`config.mk`:
```
export PLATFORM = sky130hd
export DESIGN_NAME = alu_seq
export DESIGN_NICKNAME = d
export VERILOG_FILES = /design/src/rtl/alu_seq.sv
export SDC_FILE = /design/constraint.sdc
export NUM_CORES = 1
export LEC_CHECK = 0
export CORE_MARGIN = 2
export CORE_UTILIZATION = 40
export DETAILED_ROUTE_END_ITERATION = 12
export PLACE_DENSITY = 0.58
export SYNTH_ARGS = -nofsm -noshare
export SYNTH_HDL_FRONTEND = slang
export SYNTH_SLANG_ARGS = --single-unit
```
`constraint.sdc`:
```
create_clock -name clk -period 6.4 [get_ports clk]
set_input_delay 1.28 -clock clk [delete_from_list [all_inputs] [get_ports clk]]
set_output_delay 1.28 -clock clk [all_outputs]
set_load 0.01 [all_outputs]
```
`src/rtl/alu_seq.sv`:
```
// rtl/alu_seq.sv - registered ALU with serial shifts, optional multiplier and start/busy/done handshake
// Purpose: successor to the combinational 8-bit ALU. Logic and add/sub ops finish in one
//   cycle. Shifts move one bit per cycle. MUL/MULH run a shift-add loop over WIDTH cycles.
//   Result and flags are registered and change only when done pulses.
// Optional feature macro: ALU_SEQ_MUL_EN. When it is defined, opcodes 1011/1100 are
//   MUL/MULH. When it is not defined, those opcodes are treated as illegal.
// Ports:
//   clk    in   rising-edge clock
//   rst    in   synchronous active-high reset
//   start  in   request; accepted only while busy=0
//   a, b   in   operands (b[SHW-1:0] is the shift amount), sampled on accept
//   op     in   4-bit opcode, sampled on accept
//   busy   out  multi-cycle op in flight, including its done cycle
//   done   out  one-cycle pulse when res/flags update
//   res    out  registered result
//   c_out, zero, ovf, neg  out  registered flags

module alu_seq #(
  parameter int WIDTH = 8,
  parameter int SHW   = $clog2(WIDTH)
) (
  input  logic             clk,
  input  logic             rst,
  input  logic             start,
  input  logic [WIDTH-1:0] a,
  input  logic [WIDTH-1:0] b,
  input  logic [3:0]       op,
  output logic             busy,
  output logic             done,
  output logic [WIDTH-1:0] res,
  output logic             c_out,
  output logic             zero,
  output logic             ovf,
  output logic             neg
);

  localparam int CW  = $clog2(WIDTH + 1);
  localparam int MSB = WIDTH - 1;

  typedef enum logic [1:0] {S_IDLE, S_SHIFT, S_MUL} state_t;

  state_t           r_state, w_state_next;
  logic [WIDTH-1:0] r_val;
  logic [3:0]       r_op;
  logic [CW-1:0]    r_cnt;
  logic             r_done, r_c, r_z, r_v, r_n;
  logic [WIDTH-1:0] r_res;

  logic             w_accept, w_is_shift, w_is_mul, w_multi, w_last;
  logic [SHW-1:0]   w_shamt;
  logic [WIDTH:0]   w_add, w_sub, w_inc, w_dec;
  logic [WIDTH-1:0] w_sc_res, w_step_val, w_fin_res, w_wr_res;
  logic             w_sc_c, w_sc_v, w_step_out, w_fin_c, w_fin_v;
  logic             w_wr_en, w_wr_c, w_wr_v;

`ifdef ALU_SEQ_MUL_EN
  logic [WIDTH-1:0]   r_mb;
  logic [2*WIDTH-1:0] r_mcand, r_acc, w_acc_next;
  assign w_is_mul   = (op == 4'b1011) || (op == 4'b1100);
  assign w_acc_next = r_acc + (r_mb[0] ? r_mcand : '0);
`else
  assign w_is_mul   = 1'b0;
`endif

  assign w_accept   = start && (r_state == S_IDLE);
  assign w_shamt    = b[SHW-1:0];
  assign w_is_shift = (op == 4'b1000) || (op == 4'b1001) || (op == 4'b1010);
  // A zero-length shift completes in IDLE like any single-cycle op.
  assign w_multi    = w_is_mul || (w_is_shift && (w_shamt != '0));
  // Final iteration: the counter is about to reach zero, so results are written now.
  assign w_last     = (r_state != S_IDLE) && (r_cnt == CW'(1));

  // Top bit of each extended sum is the carry (add) or the borrow (subtract).
  assign w_add = {1'b0, a} + {1'b0, b};
  assign w_sub = {1'b0, a} - {1'b0, b};
  assign w_inc = {1'b0, a} + (WIDTH + 1)'(1);
  assign w_dec = {1'b0, a} - (WIDTH + 1)'(1);

  always_comb begin
    w_sc_res = '0;
    w_sc_c   = 1'b0;
    w_sc_v   = 1'b0;
    case (op)
      4'b0000: w_sc_res = a & b;
      4'b0001: w_sc_res = a | b;
      4'b0010: w_sc_res = a ^ b;
      4'b0011: w_sc_res = ~a;
      4'b0100: begin
        w_sc_res = w_add[MSB:0];
        w_sc_c   = w_add[WIDTH];
        w_sc_v   = (a[MSB] == b[MSB]) && (w_add[MSB] != a[MSB]);
      end
      4'b0101: begin
        w_sc_res = w_sub[MSB:0];
        w_sc_c   = w_sub[WIDTH];
        w_sc_v   = (a[MSB] != b[MSB]) && (w_sub[MSB] != a[MSB]);
      end
      4'b0110: begin
        w_sc_res = w_inc[MSB:0];
        w_sc_c   = w_inc[WIDTH];
        w_sc_v   = !a[MSB] && w_inc[MSB];
      end
      4'b0111: begin
        w_sc_res = w_dec[MSB:0];
        w_sc_c   = w_dec[WIDTH];
        w_sc_v   = a[MSB] && !w_dec[MSB];
      end
      4'b1000, 4'b1001, 4'b1010: w_sc_res = a;
      default: ;
    endcase
  end

  // One shift step on the working value. The bit that falls off becomes the carry.
  always_comb begin
    w_step_val = r_val;
    w_step_out = 1'b0;
    case (r_op)
      4'b1000: {w_step_out, w_step_val} = {r_val, 1'b0};
      4'b1001: {w_step_val, w_step_out} = {1'b0, r_val};
      4'b1010: {w_step_val, w_step_out} = {r_val[MSB], r_val};
      default: ;
    endcase
  end

  always_comb begin
    w_fin_res = w_step_val;
    w_fin_c   = w_step_out;
    w_fin_v   = 1'b0;
`ifdef ALU_SEQ_MUL_EN
    if (r_state == S_MUL) begin
      if (r_op == 4'b1011) begin
        w_fin_res = w_acc_next[MSB:0];
        w_fin_c   = |w_acc_next[2*WIDTH-1:WIDTH];
        w_fin_v   = |w_acc_next[2*WIDTH-1:WIDTH];
      end else begin
        w_fin_res = w_acc_next[2*WIDTH-1:WIDTH];
        w_fin_c   = 1'b0;
      end
    end
`endif
  end

  // Accept only occurs in IDLE and w_last only outside it, so the two never coincide.
  always_comb begin
    w_wr_en  = (w_accept && !w_multi) || w_last;
    w_wr_res = w_last ? w_fin_res : w_sc_res;
    w_wr_c   = w_last ? w_fin_c : w_sc_c;
    w_wr_v   = w_last ? w_fin_v : w_sc_v;
  end

  always_comb begin
    w_state_next = r_state;
    case (r_state)
      S_IDLE: begin
        if (w_accept && w_is_mul) begin
          w_state_next = S_MUL;
        end else if (w_accept && w_multi) begin
          w_state_next = S_SHIFT;
        end
      end
      // The state is held for one cycle after the final write so that busy covers the done cycle.
      S_SHIFT, S_MUL: if (r_cnt == '0) w_state_next = S_IDLE;
      default: w_state_next = S_IDLE;
    endcase
  end

  always_ff @(posedge clk) begin
    if (rst) begin
      r_state <= S_IDLE;
    end else begin
      r_state <= w_state_next;
    end
  end

  always_ff @(posedge clk) begin
    if (rst) begin
      r_val  <= '0;
      r_op   <= '0;
      r_cnt  <= '0;
      r_done <= 1'b0;
      r_res  <= '0;
      r_c    <= 1'b0;
      r_z    <= 1'b0;
      r_v    <= 1'b0;
      r_n    <= 1'b0;
`ifdef ALU_SEQ_MUL_EN
      r_mb    <= '0;
      r_mcand <= '0;
      r_acc   <= '0;
`endif
    end else begin
      r_done <= w_wr_en;
      if (w_wr_en) begin
        r_res <= w_wr_res;
        r_c   <= w_wr_c;
        r_v   <= w_wr_v;
        r_z   <= (w_wr_res == '0);
        r_n   <= w_wr_res[MSB];
      end
      if (w_accept) begin
        r_op  <= op;
        r_val <= a;
        r_cnt <= w_is_mul ? CW'(WIDTH) : (w_is_shift ? CW'(w_shamt) : '0);
`ifdef ALU_SEQ_MUL_EN
        r_acc   <= '0;
        r_mcand <= {{WIDTH{1'b0}}, a};
        r_mb    <= b;
`endif
      end else if ((r_state != S_IDLE) && (r_cnt != '0)) begin
        r_val <= w_step_val;
        r_cnt <= r_cnt - CW'(1);
`ifdef ALU_SEQ_MUL_EN
        r_acc   <= w_acc_next;
        r_mcand <= r_mcand << 1;
        r_mb    <= r_mb >> 1;
`endif
      end
    end
  end

  assign busy  = (r_state != S_IDLE);
  assign done  = r_done;
  assign res   = r_res;
  assign c_out = r_c;
  assign zero  = r_z;
  assign ovf   = r_v;
  assign neg   = r_n;

endmodule
```
==> run_summary.xml, run 1 <==
<?xml version="1.0" encoding="UTF-8"?>
<metrics>
  <group name="yosys">
    <metric name="count_of_flip_flops_with_a_built_in_enable_after_synthesis" unit="">0</metric>
    <metric name="yosysWarnings" unit="">0</metric>
    <metric name="synthAdderAreaFrac" unit="%">12.1</metric>
    <metric name="yosysUniqueCellTypes" unit="">70</metric>
    <metric name="synthArstFlopShare" unit="%">0</metric>
    <metric name="synth_seq_area_share" unit="%">16.9</metric>
    <metric name="postSynthNetCount" unit="">527</metric>
    <metric name="postSynthAreaPerCell" unit="um^2">7.28</metric>
    <metric name="synth_compound_area_share" unit="%">29.7</metric>
    <metric name="synth.ff_latch_count" unit="">29</metric>
    <metric name="synth.cell_area" unit="um^2">3440</metric>
    <metric name="synth_xor_area_share" unit="%">2.80</metric>
    <metric name="synth_simple_gate_area_share" unit="%">25.8</metric>
    <metric name="muxShareOfSynthArea" unit="%">4.84</metric>
    <metric name="combinational_family_with_the_most_area_after_synthesis" unit="">compound AO/OA/AOI/OAI gates</metric>
    <metric name="synth-main-ff-cell" unit="">sky130_fd_sc_hd__dfxtp_1</metric>
    <metric name="post_synth_inst_count" unit="">472</metric>
  </group>
  <group name="worst_hold_path">
    <metric name="min_path_type" unit="">reg2reg</metric>
  </group>
  <group name="route">
    <metric name="dr_total_vias" unit="">3580</metric>
    <metric name="route.detailed.drc" unit="">0</metric>
    <metric name="wl_per_cell" unit="um">18.7</metric>
    <metric name="wirelength" unit="um">11100</metric>
    <metric name="antenna_violating_nets_post_route" unit="">0</metric>
    <metric name="detailedRoute.firstIterationViolations" unit="">175</metric>
    <metric name="post_drt_via_cell_ratio" unit="">6.05</metric>
    <metric name="dr.pass1.iters" unit="">5</metric>
  </group>
  <group name="timing">
    <metric name="worst_slew_pin_slew" unit="ns">0.882</metric>
    <metric name="timing.final.crit_share" unit="%">69.1</metric>
    <metric name="final-max-slew-violation-count" unit="">0</metric>
    <metric name="layout_min_cycle_time" unit="ns">4.42</metric>
    <metric name="clock_skew" unit="ns">0.00554</metric>
    <metric name="slew-limit-headroom" unit="%">39.7</metric>
    <metric name="max_freq" unit="GHz">0.226</metric>
    <metric name="grt_setup_unrepaired" unit="">false</metric>
    <metric name="setup-violations-final" unit="">0</metric>
    <metric name="totalNegativeSetupSlack" unit="ns">0</metric>
    <metric name="hold_viol_final" unit="">0</metric>
  </group>
  <group name="worst_setup_path">
    <metric name="critical_path.endpoint" unit="">zero</metric>
    <metric name="r2r_slack" unit="ns">3.95</metric>
    <metric name="critPathLaunchType" unit="">input port</metric>
    <metric name="worst-endpoint-required" unit="ns">6.60</metric>
    <metric name="cp_max_fo" unit="">9</metric>
    <metric name="crit_path_start" unit="">a[0]</metric>
    <metric name="rr_endpoint" unit="">zero</metric>
    <metric name="timing_worst_setup_path_type" unit="">in2reg</metric>
    <metric name="cell_depth_of_the_worst_flop_to_flop_path" unit="">7</metric>
    <metric name="worst_setup_path_end_kind" unit="">flip-flop</metric>
    <metric name="worstReg2RegStart" unit="">r_op[3]</metric>
    <metric name="critical_path_arrival" unit="ns">4.62</metric>
  </group>
  <group name="clock_network">
    <metric name="cts.repair_timing.setup_buffer_count" unit="">0</metric>
    <metric name="ctsResizeCount" unit="">0</metric>
    <metric name="worst_setup_hold_path_clk_slew" unit="ns">0.07</metric>
    <metric name="cts_sinks" unit="">29</metric>
    <metric name="clock_latency" unit="ns">0.28</metric>
    <metric name="tritoncts.num_buffers" unit="">5</metric>
    <metric name="number_of_levels_the_h_tree_was_split_into" unit="">2</metric>
    <metric name="cts_root_buffer" unit="">sky130_fd_sc_hd__clkbuf_8</metric>
    <metric name="tritoncts" unit="">done</metric>
    <metric name="cts_hold_buf" unit="">0</metric>
    <metric name="clk_path_buf_depth" unit="">2</metric>
  </group>
  <group name="layout">
    <metric name="regArea" unit="um^2">581</metric>
    <metric name="multi_input_logic_area" unit="um^2">2590</metric>
    <metric name="design_area" unit="um^2">3940</metric>
    <metric name="layoutNonFillerInstCount" unit="">592</metric>
    <metric name="layout.cells.most_common" unit="">sky130_fd_sc_hd__nand2_1</metric>
    <metric name="diodes" unit="">0</metric>
    <metric name="finished_core_util" unit="%">47.7</metric>
    <metric name="layout_cell_share_with_drive_strength_beyond_1" unit="%">5.95</metric>
    <metric name="final_cell_mix" unit="">sky130_fd_sc_hd__nand2_1, sky130_fd_sc_hd__nor2_1, sky130_fd_sc_hd__clkdlybuf4s50_1, sky130_fd_sc_hd__a21oi_1, sky130_fd_sc_hd__ha_1</metric>
    <metric name="num-fill-cells" unit="">844</metric>
    <metric name="finalNetCount" unit="">541</metric>
    <metric name="layout-area-overhead-vs-synth" unit="%">14.6</metric>
  </group>
  <group name="placed_design">
    <metric name="port-buffer-count" unit="">36</metric>
    <metric name="dpl.cell_count" unit="">584</metric>
    <metric name="gpl.final_weighted_congestion" unit="">0.911</metric>
    <metric name="detailed_place_hpwl" unit="um">8490</metric>
    <metric name="placement.cell_area" unit="um^2">3800</metric>
  </group>
  <group name="pwr">
    <metric name="power_density" unit="nW/um^2">168</metric>
    <metric name="peakVddDrop" unit="mV">0.0893</metric>
    <metric name="total_power" unit="uW">663</metric>
    <metric name="power.static_leakage" unit="nW">1.48</metric>
  </group>
  <group name="global_route">
    <metric name="global_route.overflow_total" unit="">0</metric>
    <metric name="via_count_of_the_first_global_routing_pass" unit="">3420</metric>
    <metric name="gr-usage-met2" unit="%">38.8</metric>
    <metric name="grt.met1_usage" unit="%">33.0</metric>
    <metric name="global_route_wire_length_before_repair" unit="um">18300</metric>
    <metric name="grt_util_all_layers" unit="%">23.8</metric>
    <metric name="globalRouteMet3Util" unit="%">2.02</metric>
    <metric name="gr-max-usage-layer" unit="">met2</metric>
    <metric name="grt_antenna_before_repair" unit="">0</metric>
    <metric name="grt_max_degree" unit="">32</metric>
  </group>
  <group name="outcome">
    <metric name="outcome" unit="">finished clean</metric>
  </group>
  <group name="floorplanning">
    <metric name="boundaryPins" unit="">37</metric>
    <metric name="floorplan.initialDensity" unit="%">41.6</metric>
    <metric name="die_y" unit="um">96.7</metric>
    <metric name="placement_rows" unit="">33</metric>
    <metric name="floorplan.die_area" unit="um^2">9350</metric>
    <metric name="core_footprint" unit="um^2">8260</metric>
    <metric name="die-width" unit="um">96.7</metric>
  </group>
  <group name="run">
    <metric name="timing.max_cap.violations" unit="">0</metric>
  </group>
</metrics>
[how the worst min path moves through the flow]
stage,depth (start not counted),from,end
after floorplan,2,r_op[3],r_op[3]
after global placement,2,res[3],res[3]
after detailed placement,2,res[1],res[1]
after CTS,2,res[1],res[1]
after global routing,2,res[0],res[0]
final,2,res[1],res[1]
[cell usage after synthesis (all sizes together) (9+ instances only)]
| cell type | count | share of area [%] |
|---|---|---|
| a211oi | 22 | 4.8 |
| a21oi | 34 | 4.9 |
| buf | 14 | 2.8 |
| clkbuf | 22 | 2.4 |
| dfxtp | 29 | 17 |
| ha | 30 | 11 |
| inv | 24 | 2.6 |
| mux2i | 11 | 3.2 |
| nand2 | 49 | 5.3 |
| nand2b | 12 | 2.2 |
| nand3 | 15 | 2.5 |
| nor2 | 42 | 4.6 |
| nor2b | 10 | 1.8 |
| nor3 | 16 | 2.8 |
| o21ai | 21 | 3.1 |
| o22ai | 11 | 2.0 |
| xnor2 | 9 | 2.3 |
[flip-flops by register name, summed over array words and instances, names as in the netlist]
name and cells:
r_val 8, res 7, r_cnt 4, r_op 4, c_out 1, done 1
neg 1, ovf 1, r_state 1, zero 1
[stage by stage]
stage / hold slack [ns] / worst slack [ns]
2_1_floorplan: 0.453 / 2.88
3_3_place_gp: 0.441 / 1.82
3_5_place_dp: 0.449 / 1.74
4_1_cts: 0.457 / 2.03
5_1_grt: 0.490 / 1.75
6_report: 0.455 / 1.98
[metal layers]
metal / part of all wire (%) / wire length [um]
met4: 2.7 / 295
met1: 47 / 5170
met5: 0 / 0
met2: 46 / 5130
met3: 4.4 / 490
[layout make-up]
type	count	share of cell area (%)
Multi-Input combinational cell	382	65.7
Sequential cell	29	14.7
Timing Repair Buffer	43	10.5
Tap cell	105	3.34
Inverter	25	2.38
Clock buffer	5	1.75
Clock inverter	3	1.65
[logic make-up (layout without fill, tap and decap cells)]
group,after synthesis,in the layout
AND/OR/NAND/NOR,176,176
AO/OA/AOI/OAI,147,147
buffers and inverters,61,76
adder cells (fa/ha/maj),32,32
flip-flops,29,29
multiplexers,16,16
XOR/XNOR,11,11
[critical path: stages]
cell and delay (ns):
sky130_fd_sc_hd__clkdlybuf4s50_1 0.69, sky130_fd_sc_hd__inv_1 0.17, sky130_fd_sc_hd__ha_1 0.30, sky130_fd_sc_hd__fa_1 0.42, sky130_fd_sc_hd__or2_2 0.31, sky130_fd_sc_hd__a211oi_1 0.37
sky130_fd_sc_hd__nor3_1 0.09, sky130_fd_sc_hd__a21oi_1 0.14, sky130_fd_sc_hd__nand4_1 0.15, sky130_fd_sc_hd__a22oi_1 0.26, sky130_fd_sc_hd__nand4_1 0.15, sky130_fd_sc_hd__o32ai_2 0.27
[power by group]
part	internal [mW]	total [mW]	switching, mW
combinational	0.0948	0.231	0.136
sequential	0.192	0.203	0.0116
clock	0.155	0.229	0.0746
Power figures use the tool's default switching activity.
==> run 2, diff against run 1 <==
- clock period: 6.4 -> 4.2 ns (I/O delays scaled with it)
==> run_summary.xml, run 2 (same netlist as run 1, synthesis figures left out) <==
<?xml version="1.0" encoding="UTF-8"?>
<metrics>
  <group name="run">
    <metric name="timing.max_cap.violations" unit="">0</metric>
  </group>
  <group name="timing">
    <metric name="hold_viol_final" unit="">0</metric>
    <metric name="max_freq" unit="GHz">0.271</metric>
    <metric name="totalNegativeSetupSlack" unit="ns">0</metric>
    <metric name="grt_setup_unrepaired" unit="">false</metric>
    <metric name="slew-limit-headroom" unit="%">50.7</metric>
    <metric name="setup-violations-final" unit="">0</metric>
    <metric name="final-max-slew-violation-count" unit="">0</metric>
    <metric name="timing.final.crit_share" unit="%">87.9</metric>
    <metric name="clock_skew" unit="ns">0.00518</metric>
    <metric name="layout_min_cycle_time" unit="ns">3.69</metric>
    <metric name="worst_slew_pin_slew" unit="ns">0.720</metric>
    <metric name="finalWorstSetupSlack" unit="ns">0.507</metric>
  </group>
  <group name="worst_setup_path">
    <metric name="timing_worst_setup_path_type" unit="">in2reg</metric>
    <metric name="critical_path_arrival" unit="ns">3.89</metric>
    <metric name="slowest_stage" unit="">sky130_fd_sc_hd__clkdlybuf4s50_1</metric>
    <metric name="worst_setup_path_end_kind" unit="">flip-flop</metric>
    <metric name="timing.critical_path.mode_cell" unit="">sky130_fd_sc_hd__nand4_1</metric>
    <metric name="path_buf_inv" unit="">2</metric>
    <metric name="worstPathCellList" unit="">clkdlybuf4s50_1 &gt; inv_1 &gt; ha_1 &gt; fa_1 &gt; or2_2 &gt; a211oi_1 &gt; nor3_1 &gt; a21oi_1 &gt; nand4_1 &gt; a22oi_1 &gt; nand4_1 &gt; o32ai_2</metric>
    <metric name="worst-endpoint-required" unit="ns">4.39</metric>
    <metric name="critical-path-max-stage-delay" unit="ns">0.48</metric>
    <metric name="critical-path-top-delay-family" unit="">compound AO/OA/AOI/OAI gates</metric>
    <metric name="cp_max_fo" unit="">4</metric>
    <metric name="critPathLaunchType" unit="">input port</metric>
  </group>
  <group name="route">
    <metric name="antenna_violating_nets_post_route" unit="">0</metric>
    <metric name="wl_per_cell" unit="um">17.9</metric>
    <metric name="post_drt_via_cell_ratio" unit="">6.08</metric>
    <metric name="dr.pass1.iters" unit="">5</metric>
    <metric name="dr_total_vias" unit="">3666</metric>
    <metric name="route.detailed.drc" unit="">0</metric>
    <metric name="detailedRoute.firstIterationViolations" unit="">241</metric>
    <metric name="wirelength" unit="um">10800</metric>
  </group>
  <group name="floorplanning">
    <metric name="boundaryPins" unit="">37</metric>
    <metric name="die-width" unit="um">96.7</metric>
    <metric name="die_y" unit="um">96.7</metric>
    <metric name="floorplan.initialDensity" unit="%">41.6</metric>
    <metric name="floorplan.die_area" unit="um^2">9350</metric>
    <metric name="placement_rows" unit="">33</metric>
    <metric name="core_footprint" unit="um^2">8260</metric>
  </group>
  <group name="global_route">
    <metric name="grt_antenna_before_repair" unit="">0</metric>
    <metric name="grt_max_degree" unit="">32</metric>
    <metric name="via_count_of_the_first_global_routing_pass" unit="">3456</metric>
    <metric name="grt_util_all_layers" unit="%">22.7</metric>
    <metric name="global_route.overflow_total" unit="">0</metric>
    <metric name="global_route_wire_length_before_repair" unit="um">17700</metric>
  </group>
  <group name="clock_network">
    <metric name="clk_path_buf_depth" unit="">2</metric>
    <metric name="cts_sinks" unit="">29</metric>
    <metric name="cts_hold_buf" unit="">0</metric>
    <metric name="number_of_levels_the_h_tree_was_split_into" unit="">2</metric>
    <metric name="cts_root_buffer" unit="">sky130_fd_sc_hd__clkbuf_8</metric>
    <metric name="tritoncts.num_buffers" unit="">5</metric>
    <metric name="cts.repair_timing.setup_buffer_count" unit="">0</metric>
    <metric name="ctsResizeCount" unit="">0</metric>
    <metric name="clock_latency" unit="ns">0.28</metric>
    <metric name="worst_setup_hold_path_clk_slew" unit="ns">0.06</metric>
    <metric name="tritoncts" unit="">done</metric>
  </group>
  <group name="layout">
    <metric name="final_cell_mix" unit="">sky130_fd_sc_hd__nand2_1, sky130_fd_sc_hd__nor2_1, sky130_fd_sc_hd__clkdlybuf4s50_1, sky130_fd_sc_hd__a21oi_1, sky130_fd_sc_hd__ha_1</metric>
    <metric name="registers.top_by_ff_count" unit="">r_val</metric>
    <metric name="layout-area-overhead-vs-synth" unit="%">16.2</metric>
    <metric name="layout.cells.most_common" unit="">sky130_fd_sc_hd__nand2_1</metric>
    <metric name="finished_core_util" unit="%">48.4</metric>
    <metric name="diodes" unit="">0</metric>
    <metric name="finalNetCount" unit="">553</metric>
    <metric name="num-fill-cells" unit="">865</metric>
    <metric name="layout_cell_share_with_drive_strength_beyond_1" unit="%">7.83</metric>
    <metric name="largest_register_ffs" unit="">8</metric>
  </group>
  <group name="placed_design">
    <metric name="detailed_place_hpwl" unit="um">8260</metric>
    <metric name="gpl.final_weighted_congestion" unit="">0.914</metric>
    <metric name="dp_worst_setup_slack" unit="ns">0.278</metric>
    <metric name="port-buffer-count" unit="">36</metric>
  </group>
  <group name="pwr">
    <metric name="peakVddDrop" unit="mV">0.0980</metric>
    <metric name="power_density" unit="nW/um^2">227</metric>
    <metric name="power.static_leakage" unit="nW">1.52</metric>
    <metric name="total_power" unit="uW">905</metric>
  </group>
  <group name="worst_hold_path">
    <metric name="min_path_type" unit="">reg2reg</metric>
  </group>
  <group name="outcome">
    <metric name="outcome" unit="">finished clean</metric>
  </group>
</metrics>
-- run 2: metal layers --
metal	vias up	wire length, um	part of all wire (%)	global-route usage (%)
li1	1798	-	-	-
met1	1681	4750	44	30.7
met2	161	5050	47	37.1
met3	26	748	6.9	2.75
met4	0	259	2.4	8.23
met5	-	0	0	0
-- run 2: path summary, 6_finish.rpt --
check,from,endpoint,slack [ns],cells after the start
worst min-delay path,res[1],res[1],0.46,2
worst max-delay path,a[0],zero,0.51,12
worst max register to register,r_op[3],zero,1.78,8
worst min register to register,res[1],res[1],0.46,2
-- run 2: final cells by class --
type | instances | area [um^2] | share of cell area (%)
flip-flops and latches | 29 | 581 | 14.5
repair buffers | 55 | 515 | 12.9
clock buffers | 7 | 86.3 | 2.16
well taps | 105 | 131 | 3.29
inverters | 25 | 93.8 | 2.35
multi-input cells | 382 | 2590 | 64.8
-- run 2: worst min-delay path: stages, from the launching register on --
cell,delay (ns)
sky130_fd_sc_hd__dfxtp_1,0.31
sky130_fd_sc_hd__nand2_1,0.05
sky130_fd_sc_hd__a21oi_1,0.05
-- run 2: stage by stage --
step	instances	area, um^2	hold slack, ns
6_report	603	3990	0.457
4_1_cts	603	3990	0.460
3_3_place_gp	596	3910	0.445
5_1_grt	603	3990	0.484
3_5_place_dp	596	3910	0.453
2_1_floorplan	472	3440	0.453
-- run 2: report_power, final --
part           internal, mW  switching, mW  leakage (nW)
Combinational         0.154          0.209          1.24
Sequential            0.292         0.0184         0.238
Clock                 0.130          0.102        0.0443
Total                 0.576          0.329          1.52
==> run 3, diff against run 2 <==
- CORE_UTILIZATION: 40 -> 55
- PLACE_DENSITY: 0.58 -> 0.76
==> run_summary.xml, run 3 (same netlist as run 1, synthesis figures left out) <==
<?xml version="1.0" encoding="UTF-8"?>
<metrics>
  <group name="outcome">
    <metric name="outcome" unit="">finished clean</metric>
  </group>
  <group name="pwr">
    <metric name="power_density" unit="nW/um^2">228</metric>
    <metric name="power.share.switching" unit="%">38.0</metric>
    <metric name="peakVddDrop" unit="mV">0.309</metric>
    <metric name="power.static_leakage" unit="nW">1.54</metric>
    <metric name="p_comb_share" unit="%">40.6</metric>
    <metric name="switching_power" unit="uW">345</metric>
    <metric name="pwr-share-seq" unit="%">34.2</metric>
    <metric name="internal_power" unit="uW">563</metric>
    <metric name="power.clock.fraction" unit="%">25.2</metric>
  </group>
  <group name="layout">
    <metric name="num-fill-cells" unit="">564</metric>
    <metric name="diodes" unit="">0</metric>
    <metric name="layout.cells.most_common" unit="">sky130_fd_sc_hd__nand2_1</metric>
    <metric name="largest_register_ffs" unit="">8</metric>
    <metric name="layout-area-overhead-vs-synth" unit="%">15.7</metric>
    <metric name="finalNetCount" unit="">558</metric>
    <metric name="final_cell_mix" unit="">sky130_fd_sc_hd__nand2_1, sky130_fd_sc_hd__nor2_1, sky130_fd_sc_hd__clkdlybuf4s50_1, sky130_fd_sc_hd__a21oi_1, sky130_fd_sc_hd__ha_1</metric>
    <metric name="finished_core_util" unit="%">66.4</metric>
    <metric name="layout_cell_share_with_drive_strength_beyond_1" unit="%">8.93</metric>
    <metric name="registers.top_by_ff_count" unit="">r_val</metric>
  </group>
  <group name="floorplanning">
    <metric name="core_footprint" unit="um^2">5990</metric>
    <metric name="floorplan.initialDensity" unit="%">57.4</metric>
    <metric name="boundaryPins" unit="">37</metric>
    <metric name="floorplan.die_area" unit="um^2">6900</metric>
    <metric name="die-width" unit="um">83.1</metric>
    <metric name="die_y" unit="um">83.1</metric>
    <metric name="placement_rows" unit="">28</metric>
  </group>
  <group name="clock_network">
    <metric name="worst_setup_hold_path_clk_slew" unit="ns">0.07</metric>
    <metric name="cts_sinks" unit="">29</metric>
    <metric name="tritoncts.num_buffers" unit="">5</metric>
    <metric name="number_of_levels_the_h_tree_was_split_into" unit="">2</metric>
    <metric name="cts.repair_timing.setup_buffer_count" unit="">0</metric>
    <metric name="cts_hold_buf" unit="">0</metric>
    <metric name="cts_root_buffer" unit="">sky130_fd_sc_hd__clkbuf_8</metric>
    <metric name="ctsResizeCount" unit="">0</metric>
    <metric name="clk_path_buf_depth" unit="">2</metric>
    <metric name="tritoncts" unit="">done</metric>
    <metric name="clock_latency" unit="ns">0.29</metric>
  </group>
  <group name="timing">
    <metric name="clock_skew" unit="ns">0.00416</metric>
    <metric name="setup-violations-final" unit="">0</metric>
    <metric name="layout_min_cycle_time" unit="ns">3.71</metric>
    <metric name="hold_viol_final" unit="">0</metric>
    <metric name="grt_setup_unrepaired" unit="">false</metric>
    <metric name="totalNegativeSetupSlack" unit="ns">0</metric>
    <metric name="final-max-slew-violation-count" unit="">0</metric>
    <metric name="worst_slew_pin_slew" unit="ns">0.724</metric>
    <metric name="timing.final.crit_share" unit="%">88.2</metric>
    <metric name="slew-limit-headroom" unit="%">51.7</metric>
    <metric name="max_freq" unit="GHz">0.270</metric>
  </group>
  <group name="global_route">
    <metric name="grt_antenna_before_repair" unit="">0</metric>
    <metric name="via_count_of_the_first_global_routing_pass" unit="">3543</metric>
    <metric name="grt_util_all_layers" unit="%">32.6</metric>
    <metric name="global_route.overflow_total" unit="">0</metric>
    <metric name="global_route_wire_length_before_repair" unit="um">18200</metric>
    <metric name="grt_max_degree" unit="">26</metric>
  </group>
  <group name="worst_setup_path">
    <metric name="critPathLaunchType" unit="">input port</metric>
    <metric name="timing_worst_setup_path_type" unit="">in2reg</metric>
    <metric name="cell_depth_of_the_worst_flop_to_flop_path" unit="">8</metric>
    <metric name="worst-endpoint-required" unit="ns">4.40</metric>
    <metric name="worst_setup_path_end_kind" unit="">flip-flop</metric>
    <metric name="cp_max_fo" unit="">5</metric>
    <metric name="critical_path_arrival" unit="ns">3.91</metric>
  </group>
  <group name="placed_design">
    <metric name="gpl.final_weighted_congestion" unit="">0.927</metric>
    <metric name="port-buffer-count" unit="">36</metric>
    <metric name="detailed_place_hpwl" unit="um">8400</metric>
  </group>
  <group name="worst_hold_path">
    <metric name="min_path_type" unit="">reg2reg</metric>
    <metric name="hold_path_depth" unit="">2</metric>
  </group>
  <group name="route">
    <metric name="detailedRoute.firstIterationViolations" unit="">511</metric>
    <metric name="post_drt_via_cell_ratio" unit="">6.65</metric>
    <metric name="wirelength" unit="um">11200</metric>
    <metric name="dr.pass1.iters" unit="">6</metric>
    <metric name="route.detailed.drc" unit="">0</metric>
    <metric name="wl_per_cell" unit="um">19.3</metric>
    <metric name="dr_total_vias" unit="">3848</metric>
    <metric name="antenna_violating_nets_post_route" unit="">0</metric>
  </group>
  <group name="run">
    <metric name="timing.max_cap.violations" unit="">0</metric>
  </group>
</metrics>
[run 3: cell count changes in the layout (fill, tap and decap cells not counted)]
cell                       before  now
sky130_fd_sc_hd__buf_12         1    0
sky130_fd_sc_hd__clkinv_2       0    2
sky130_fd_sc_hd__buf_4         18   24
sky130_fd_sc_hd__clkbuf_8       6    5
[run 3: final timing paths]
| check | slack, ns | from | end |
|---|---|---|---|
| max | 0.49 | b[1] | zero |
| max reg2reg | 1.53 | r_op[3] | zero |
| min | 0.46 | res[0] | res[0] |
| min reg2reg | 0.46 | res[0] | res[0] |
[run 3: final cells by class]
cell class / count / area [um^2] / area share, %
Multi-Input combinational cell: 382 / 2590 / 65.0
Timing Repair Buffer: 60 / 541 / 13.6
Clock inverter: 2 / 10.0 / 0.252
Tap cell: 75 / 93.8 / 2.36
Clock buffer: 6 / 72.6 / 1.82
Inverter: 25 / 93.8 / 2.36
Sequential cell: 29 / 581 / 14.6
[run 3: critical path, stage by stage]
cell and delay, ns:
sky130_fd_sc_hd__clkdlybuf4s50_1 0.64, sky130_fd_sc_hd__inv_1 0.14, sky130_fd_sc_hd__ha_1 0.35, sky130_fd_sc_hd__a211oi_1 0.33
sky130_fd_sc_hd__nor2_1 0.14, sky130_fd_sc_hd__a221o_1 0.32, sky130_fd_sc_hd__a221oi_2 0.32, sky130_fd_sc_hd__o22ai_1 0.17
sky130_fd_sc_hd__a311oi_2 0.25, sky130_fd_sc_hd__nand4_1 0.14, sky130_fd_sc_hd__o32ai_2 0.26
[run 3: power by group through the flow]
stage,sequential (mW),clock [mW],combinational (mW)
2_1_floorplan,0.314,0,0.237
3_3_place_gp,0.315,0,0.357
3_5_place_dp,0.316,0,0.360
4_1_cts,0.310,0.232,0.362
5_1_grt,0.313,0.243,0.401
6_report,0.310,0.229,0.369
[run 3: through the flow]
step	cell area, um^2	worst slack, ns	power [mW]	std cells	hold slack [ns]
6_report	3980	0.494	0.908	579	0.456
5_1_grt	3980	0.293	0.957	579	0.479
4_1_cts	3980	0.532	0.904	579	0.461
3_5_place_dp	3890	0.249	0.676	571	0.450
3_3_place_gp	3890	0.320	0.672	571	0.442
2_1_floorplan	3440	1.12	0.551	472	0.453
[run 3: metal layers]
layer  track usage, %  part of all wire, %  up-vias
met5                0                    0        -
met4             12.7                  3.2        0
met3             6.46                  7.9       33
met2             49.6                   45      206
met1             45.2                   44     1802
li1                 -                    -     1807
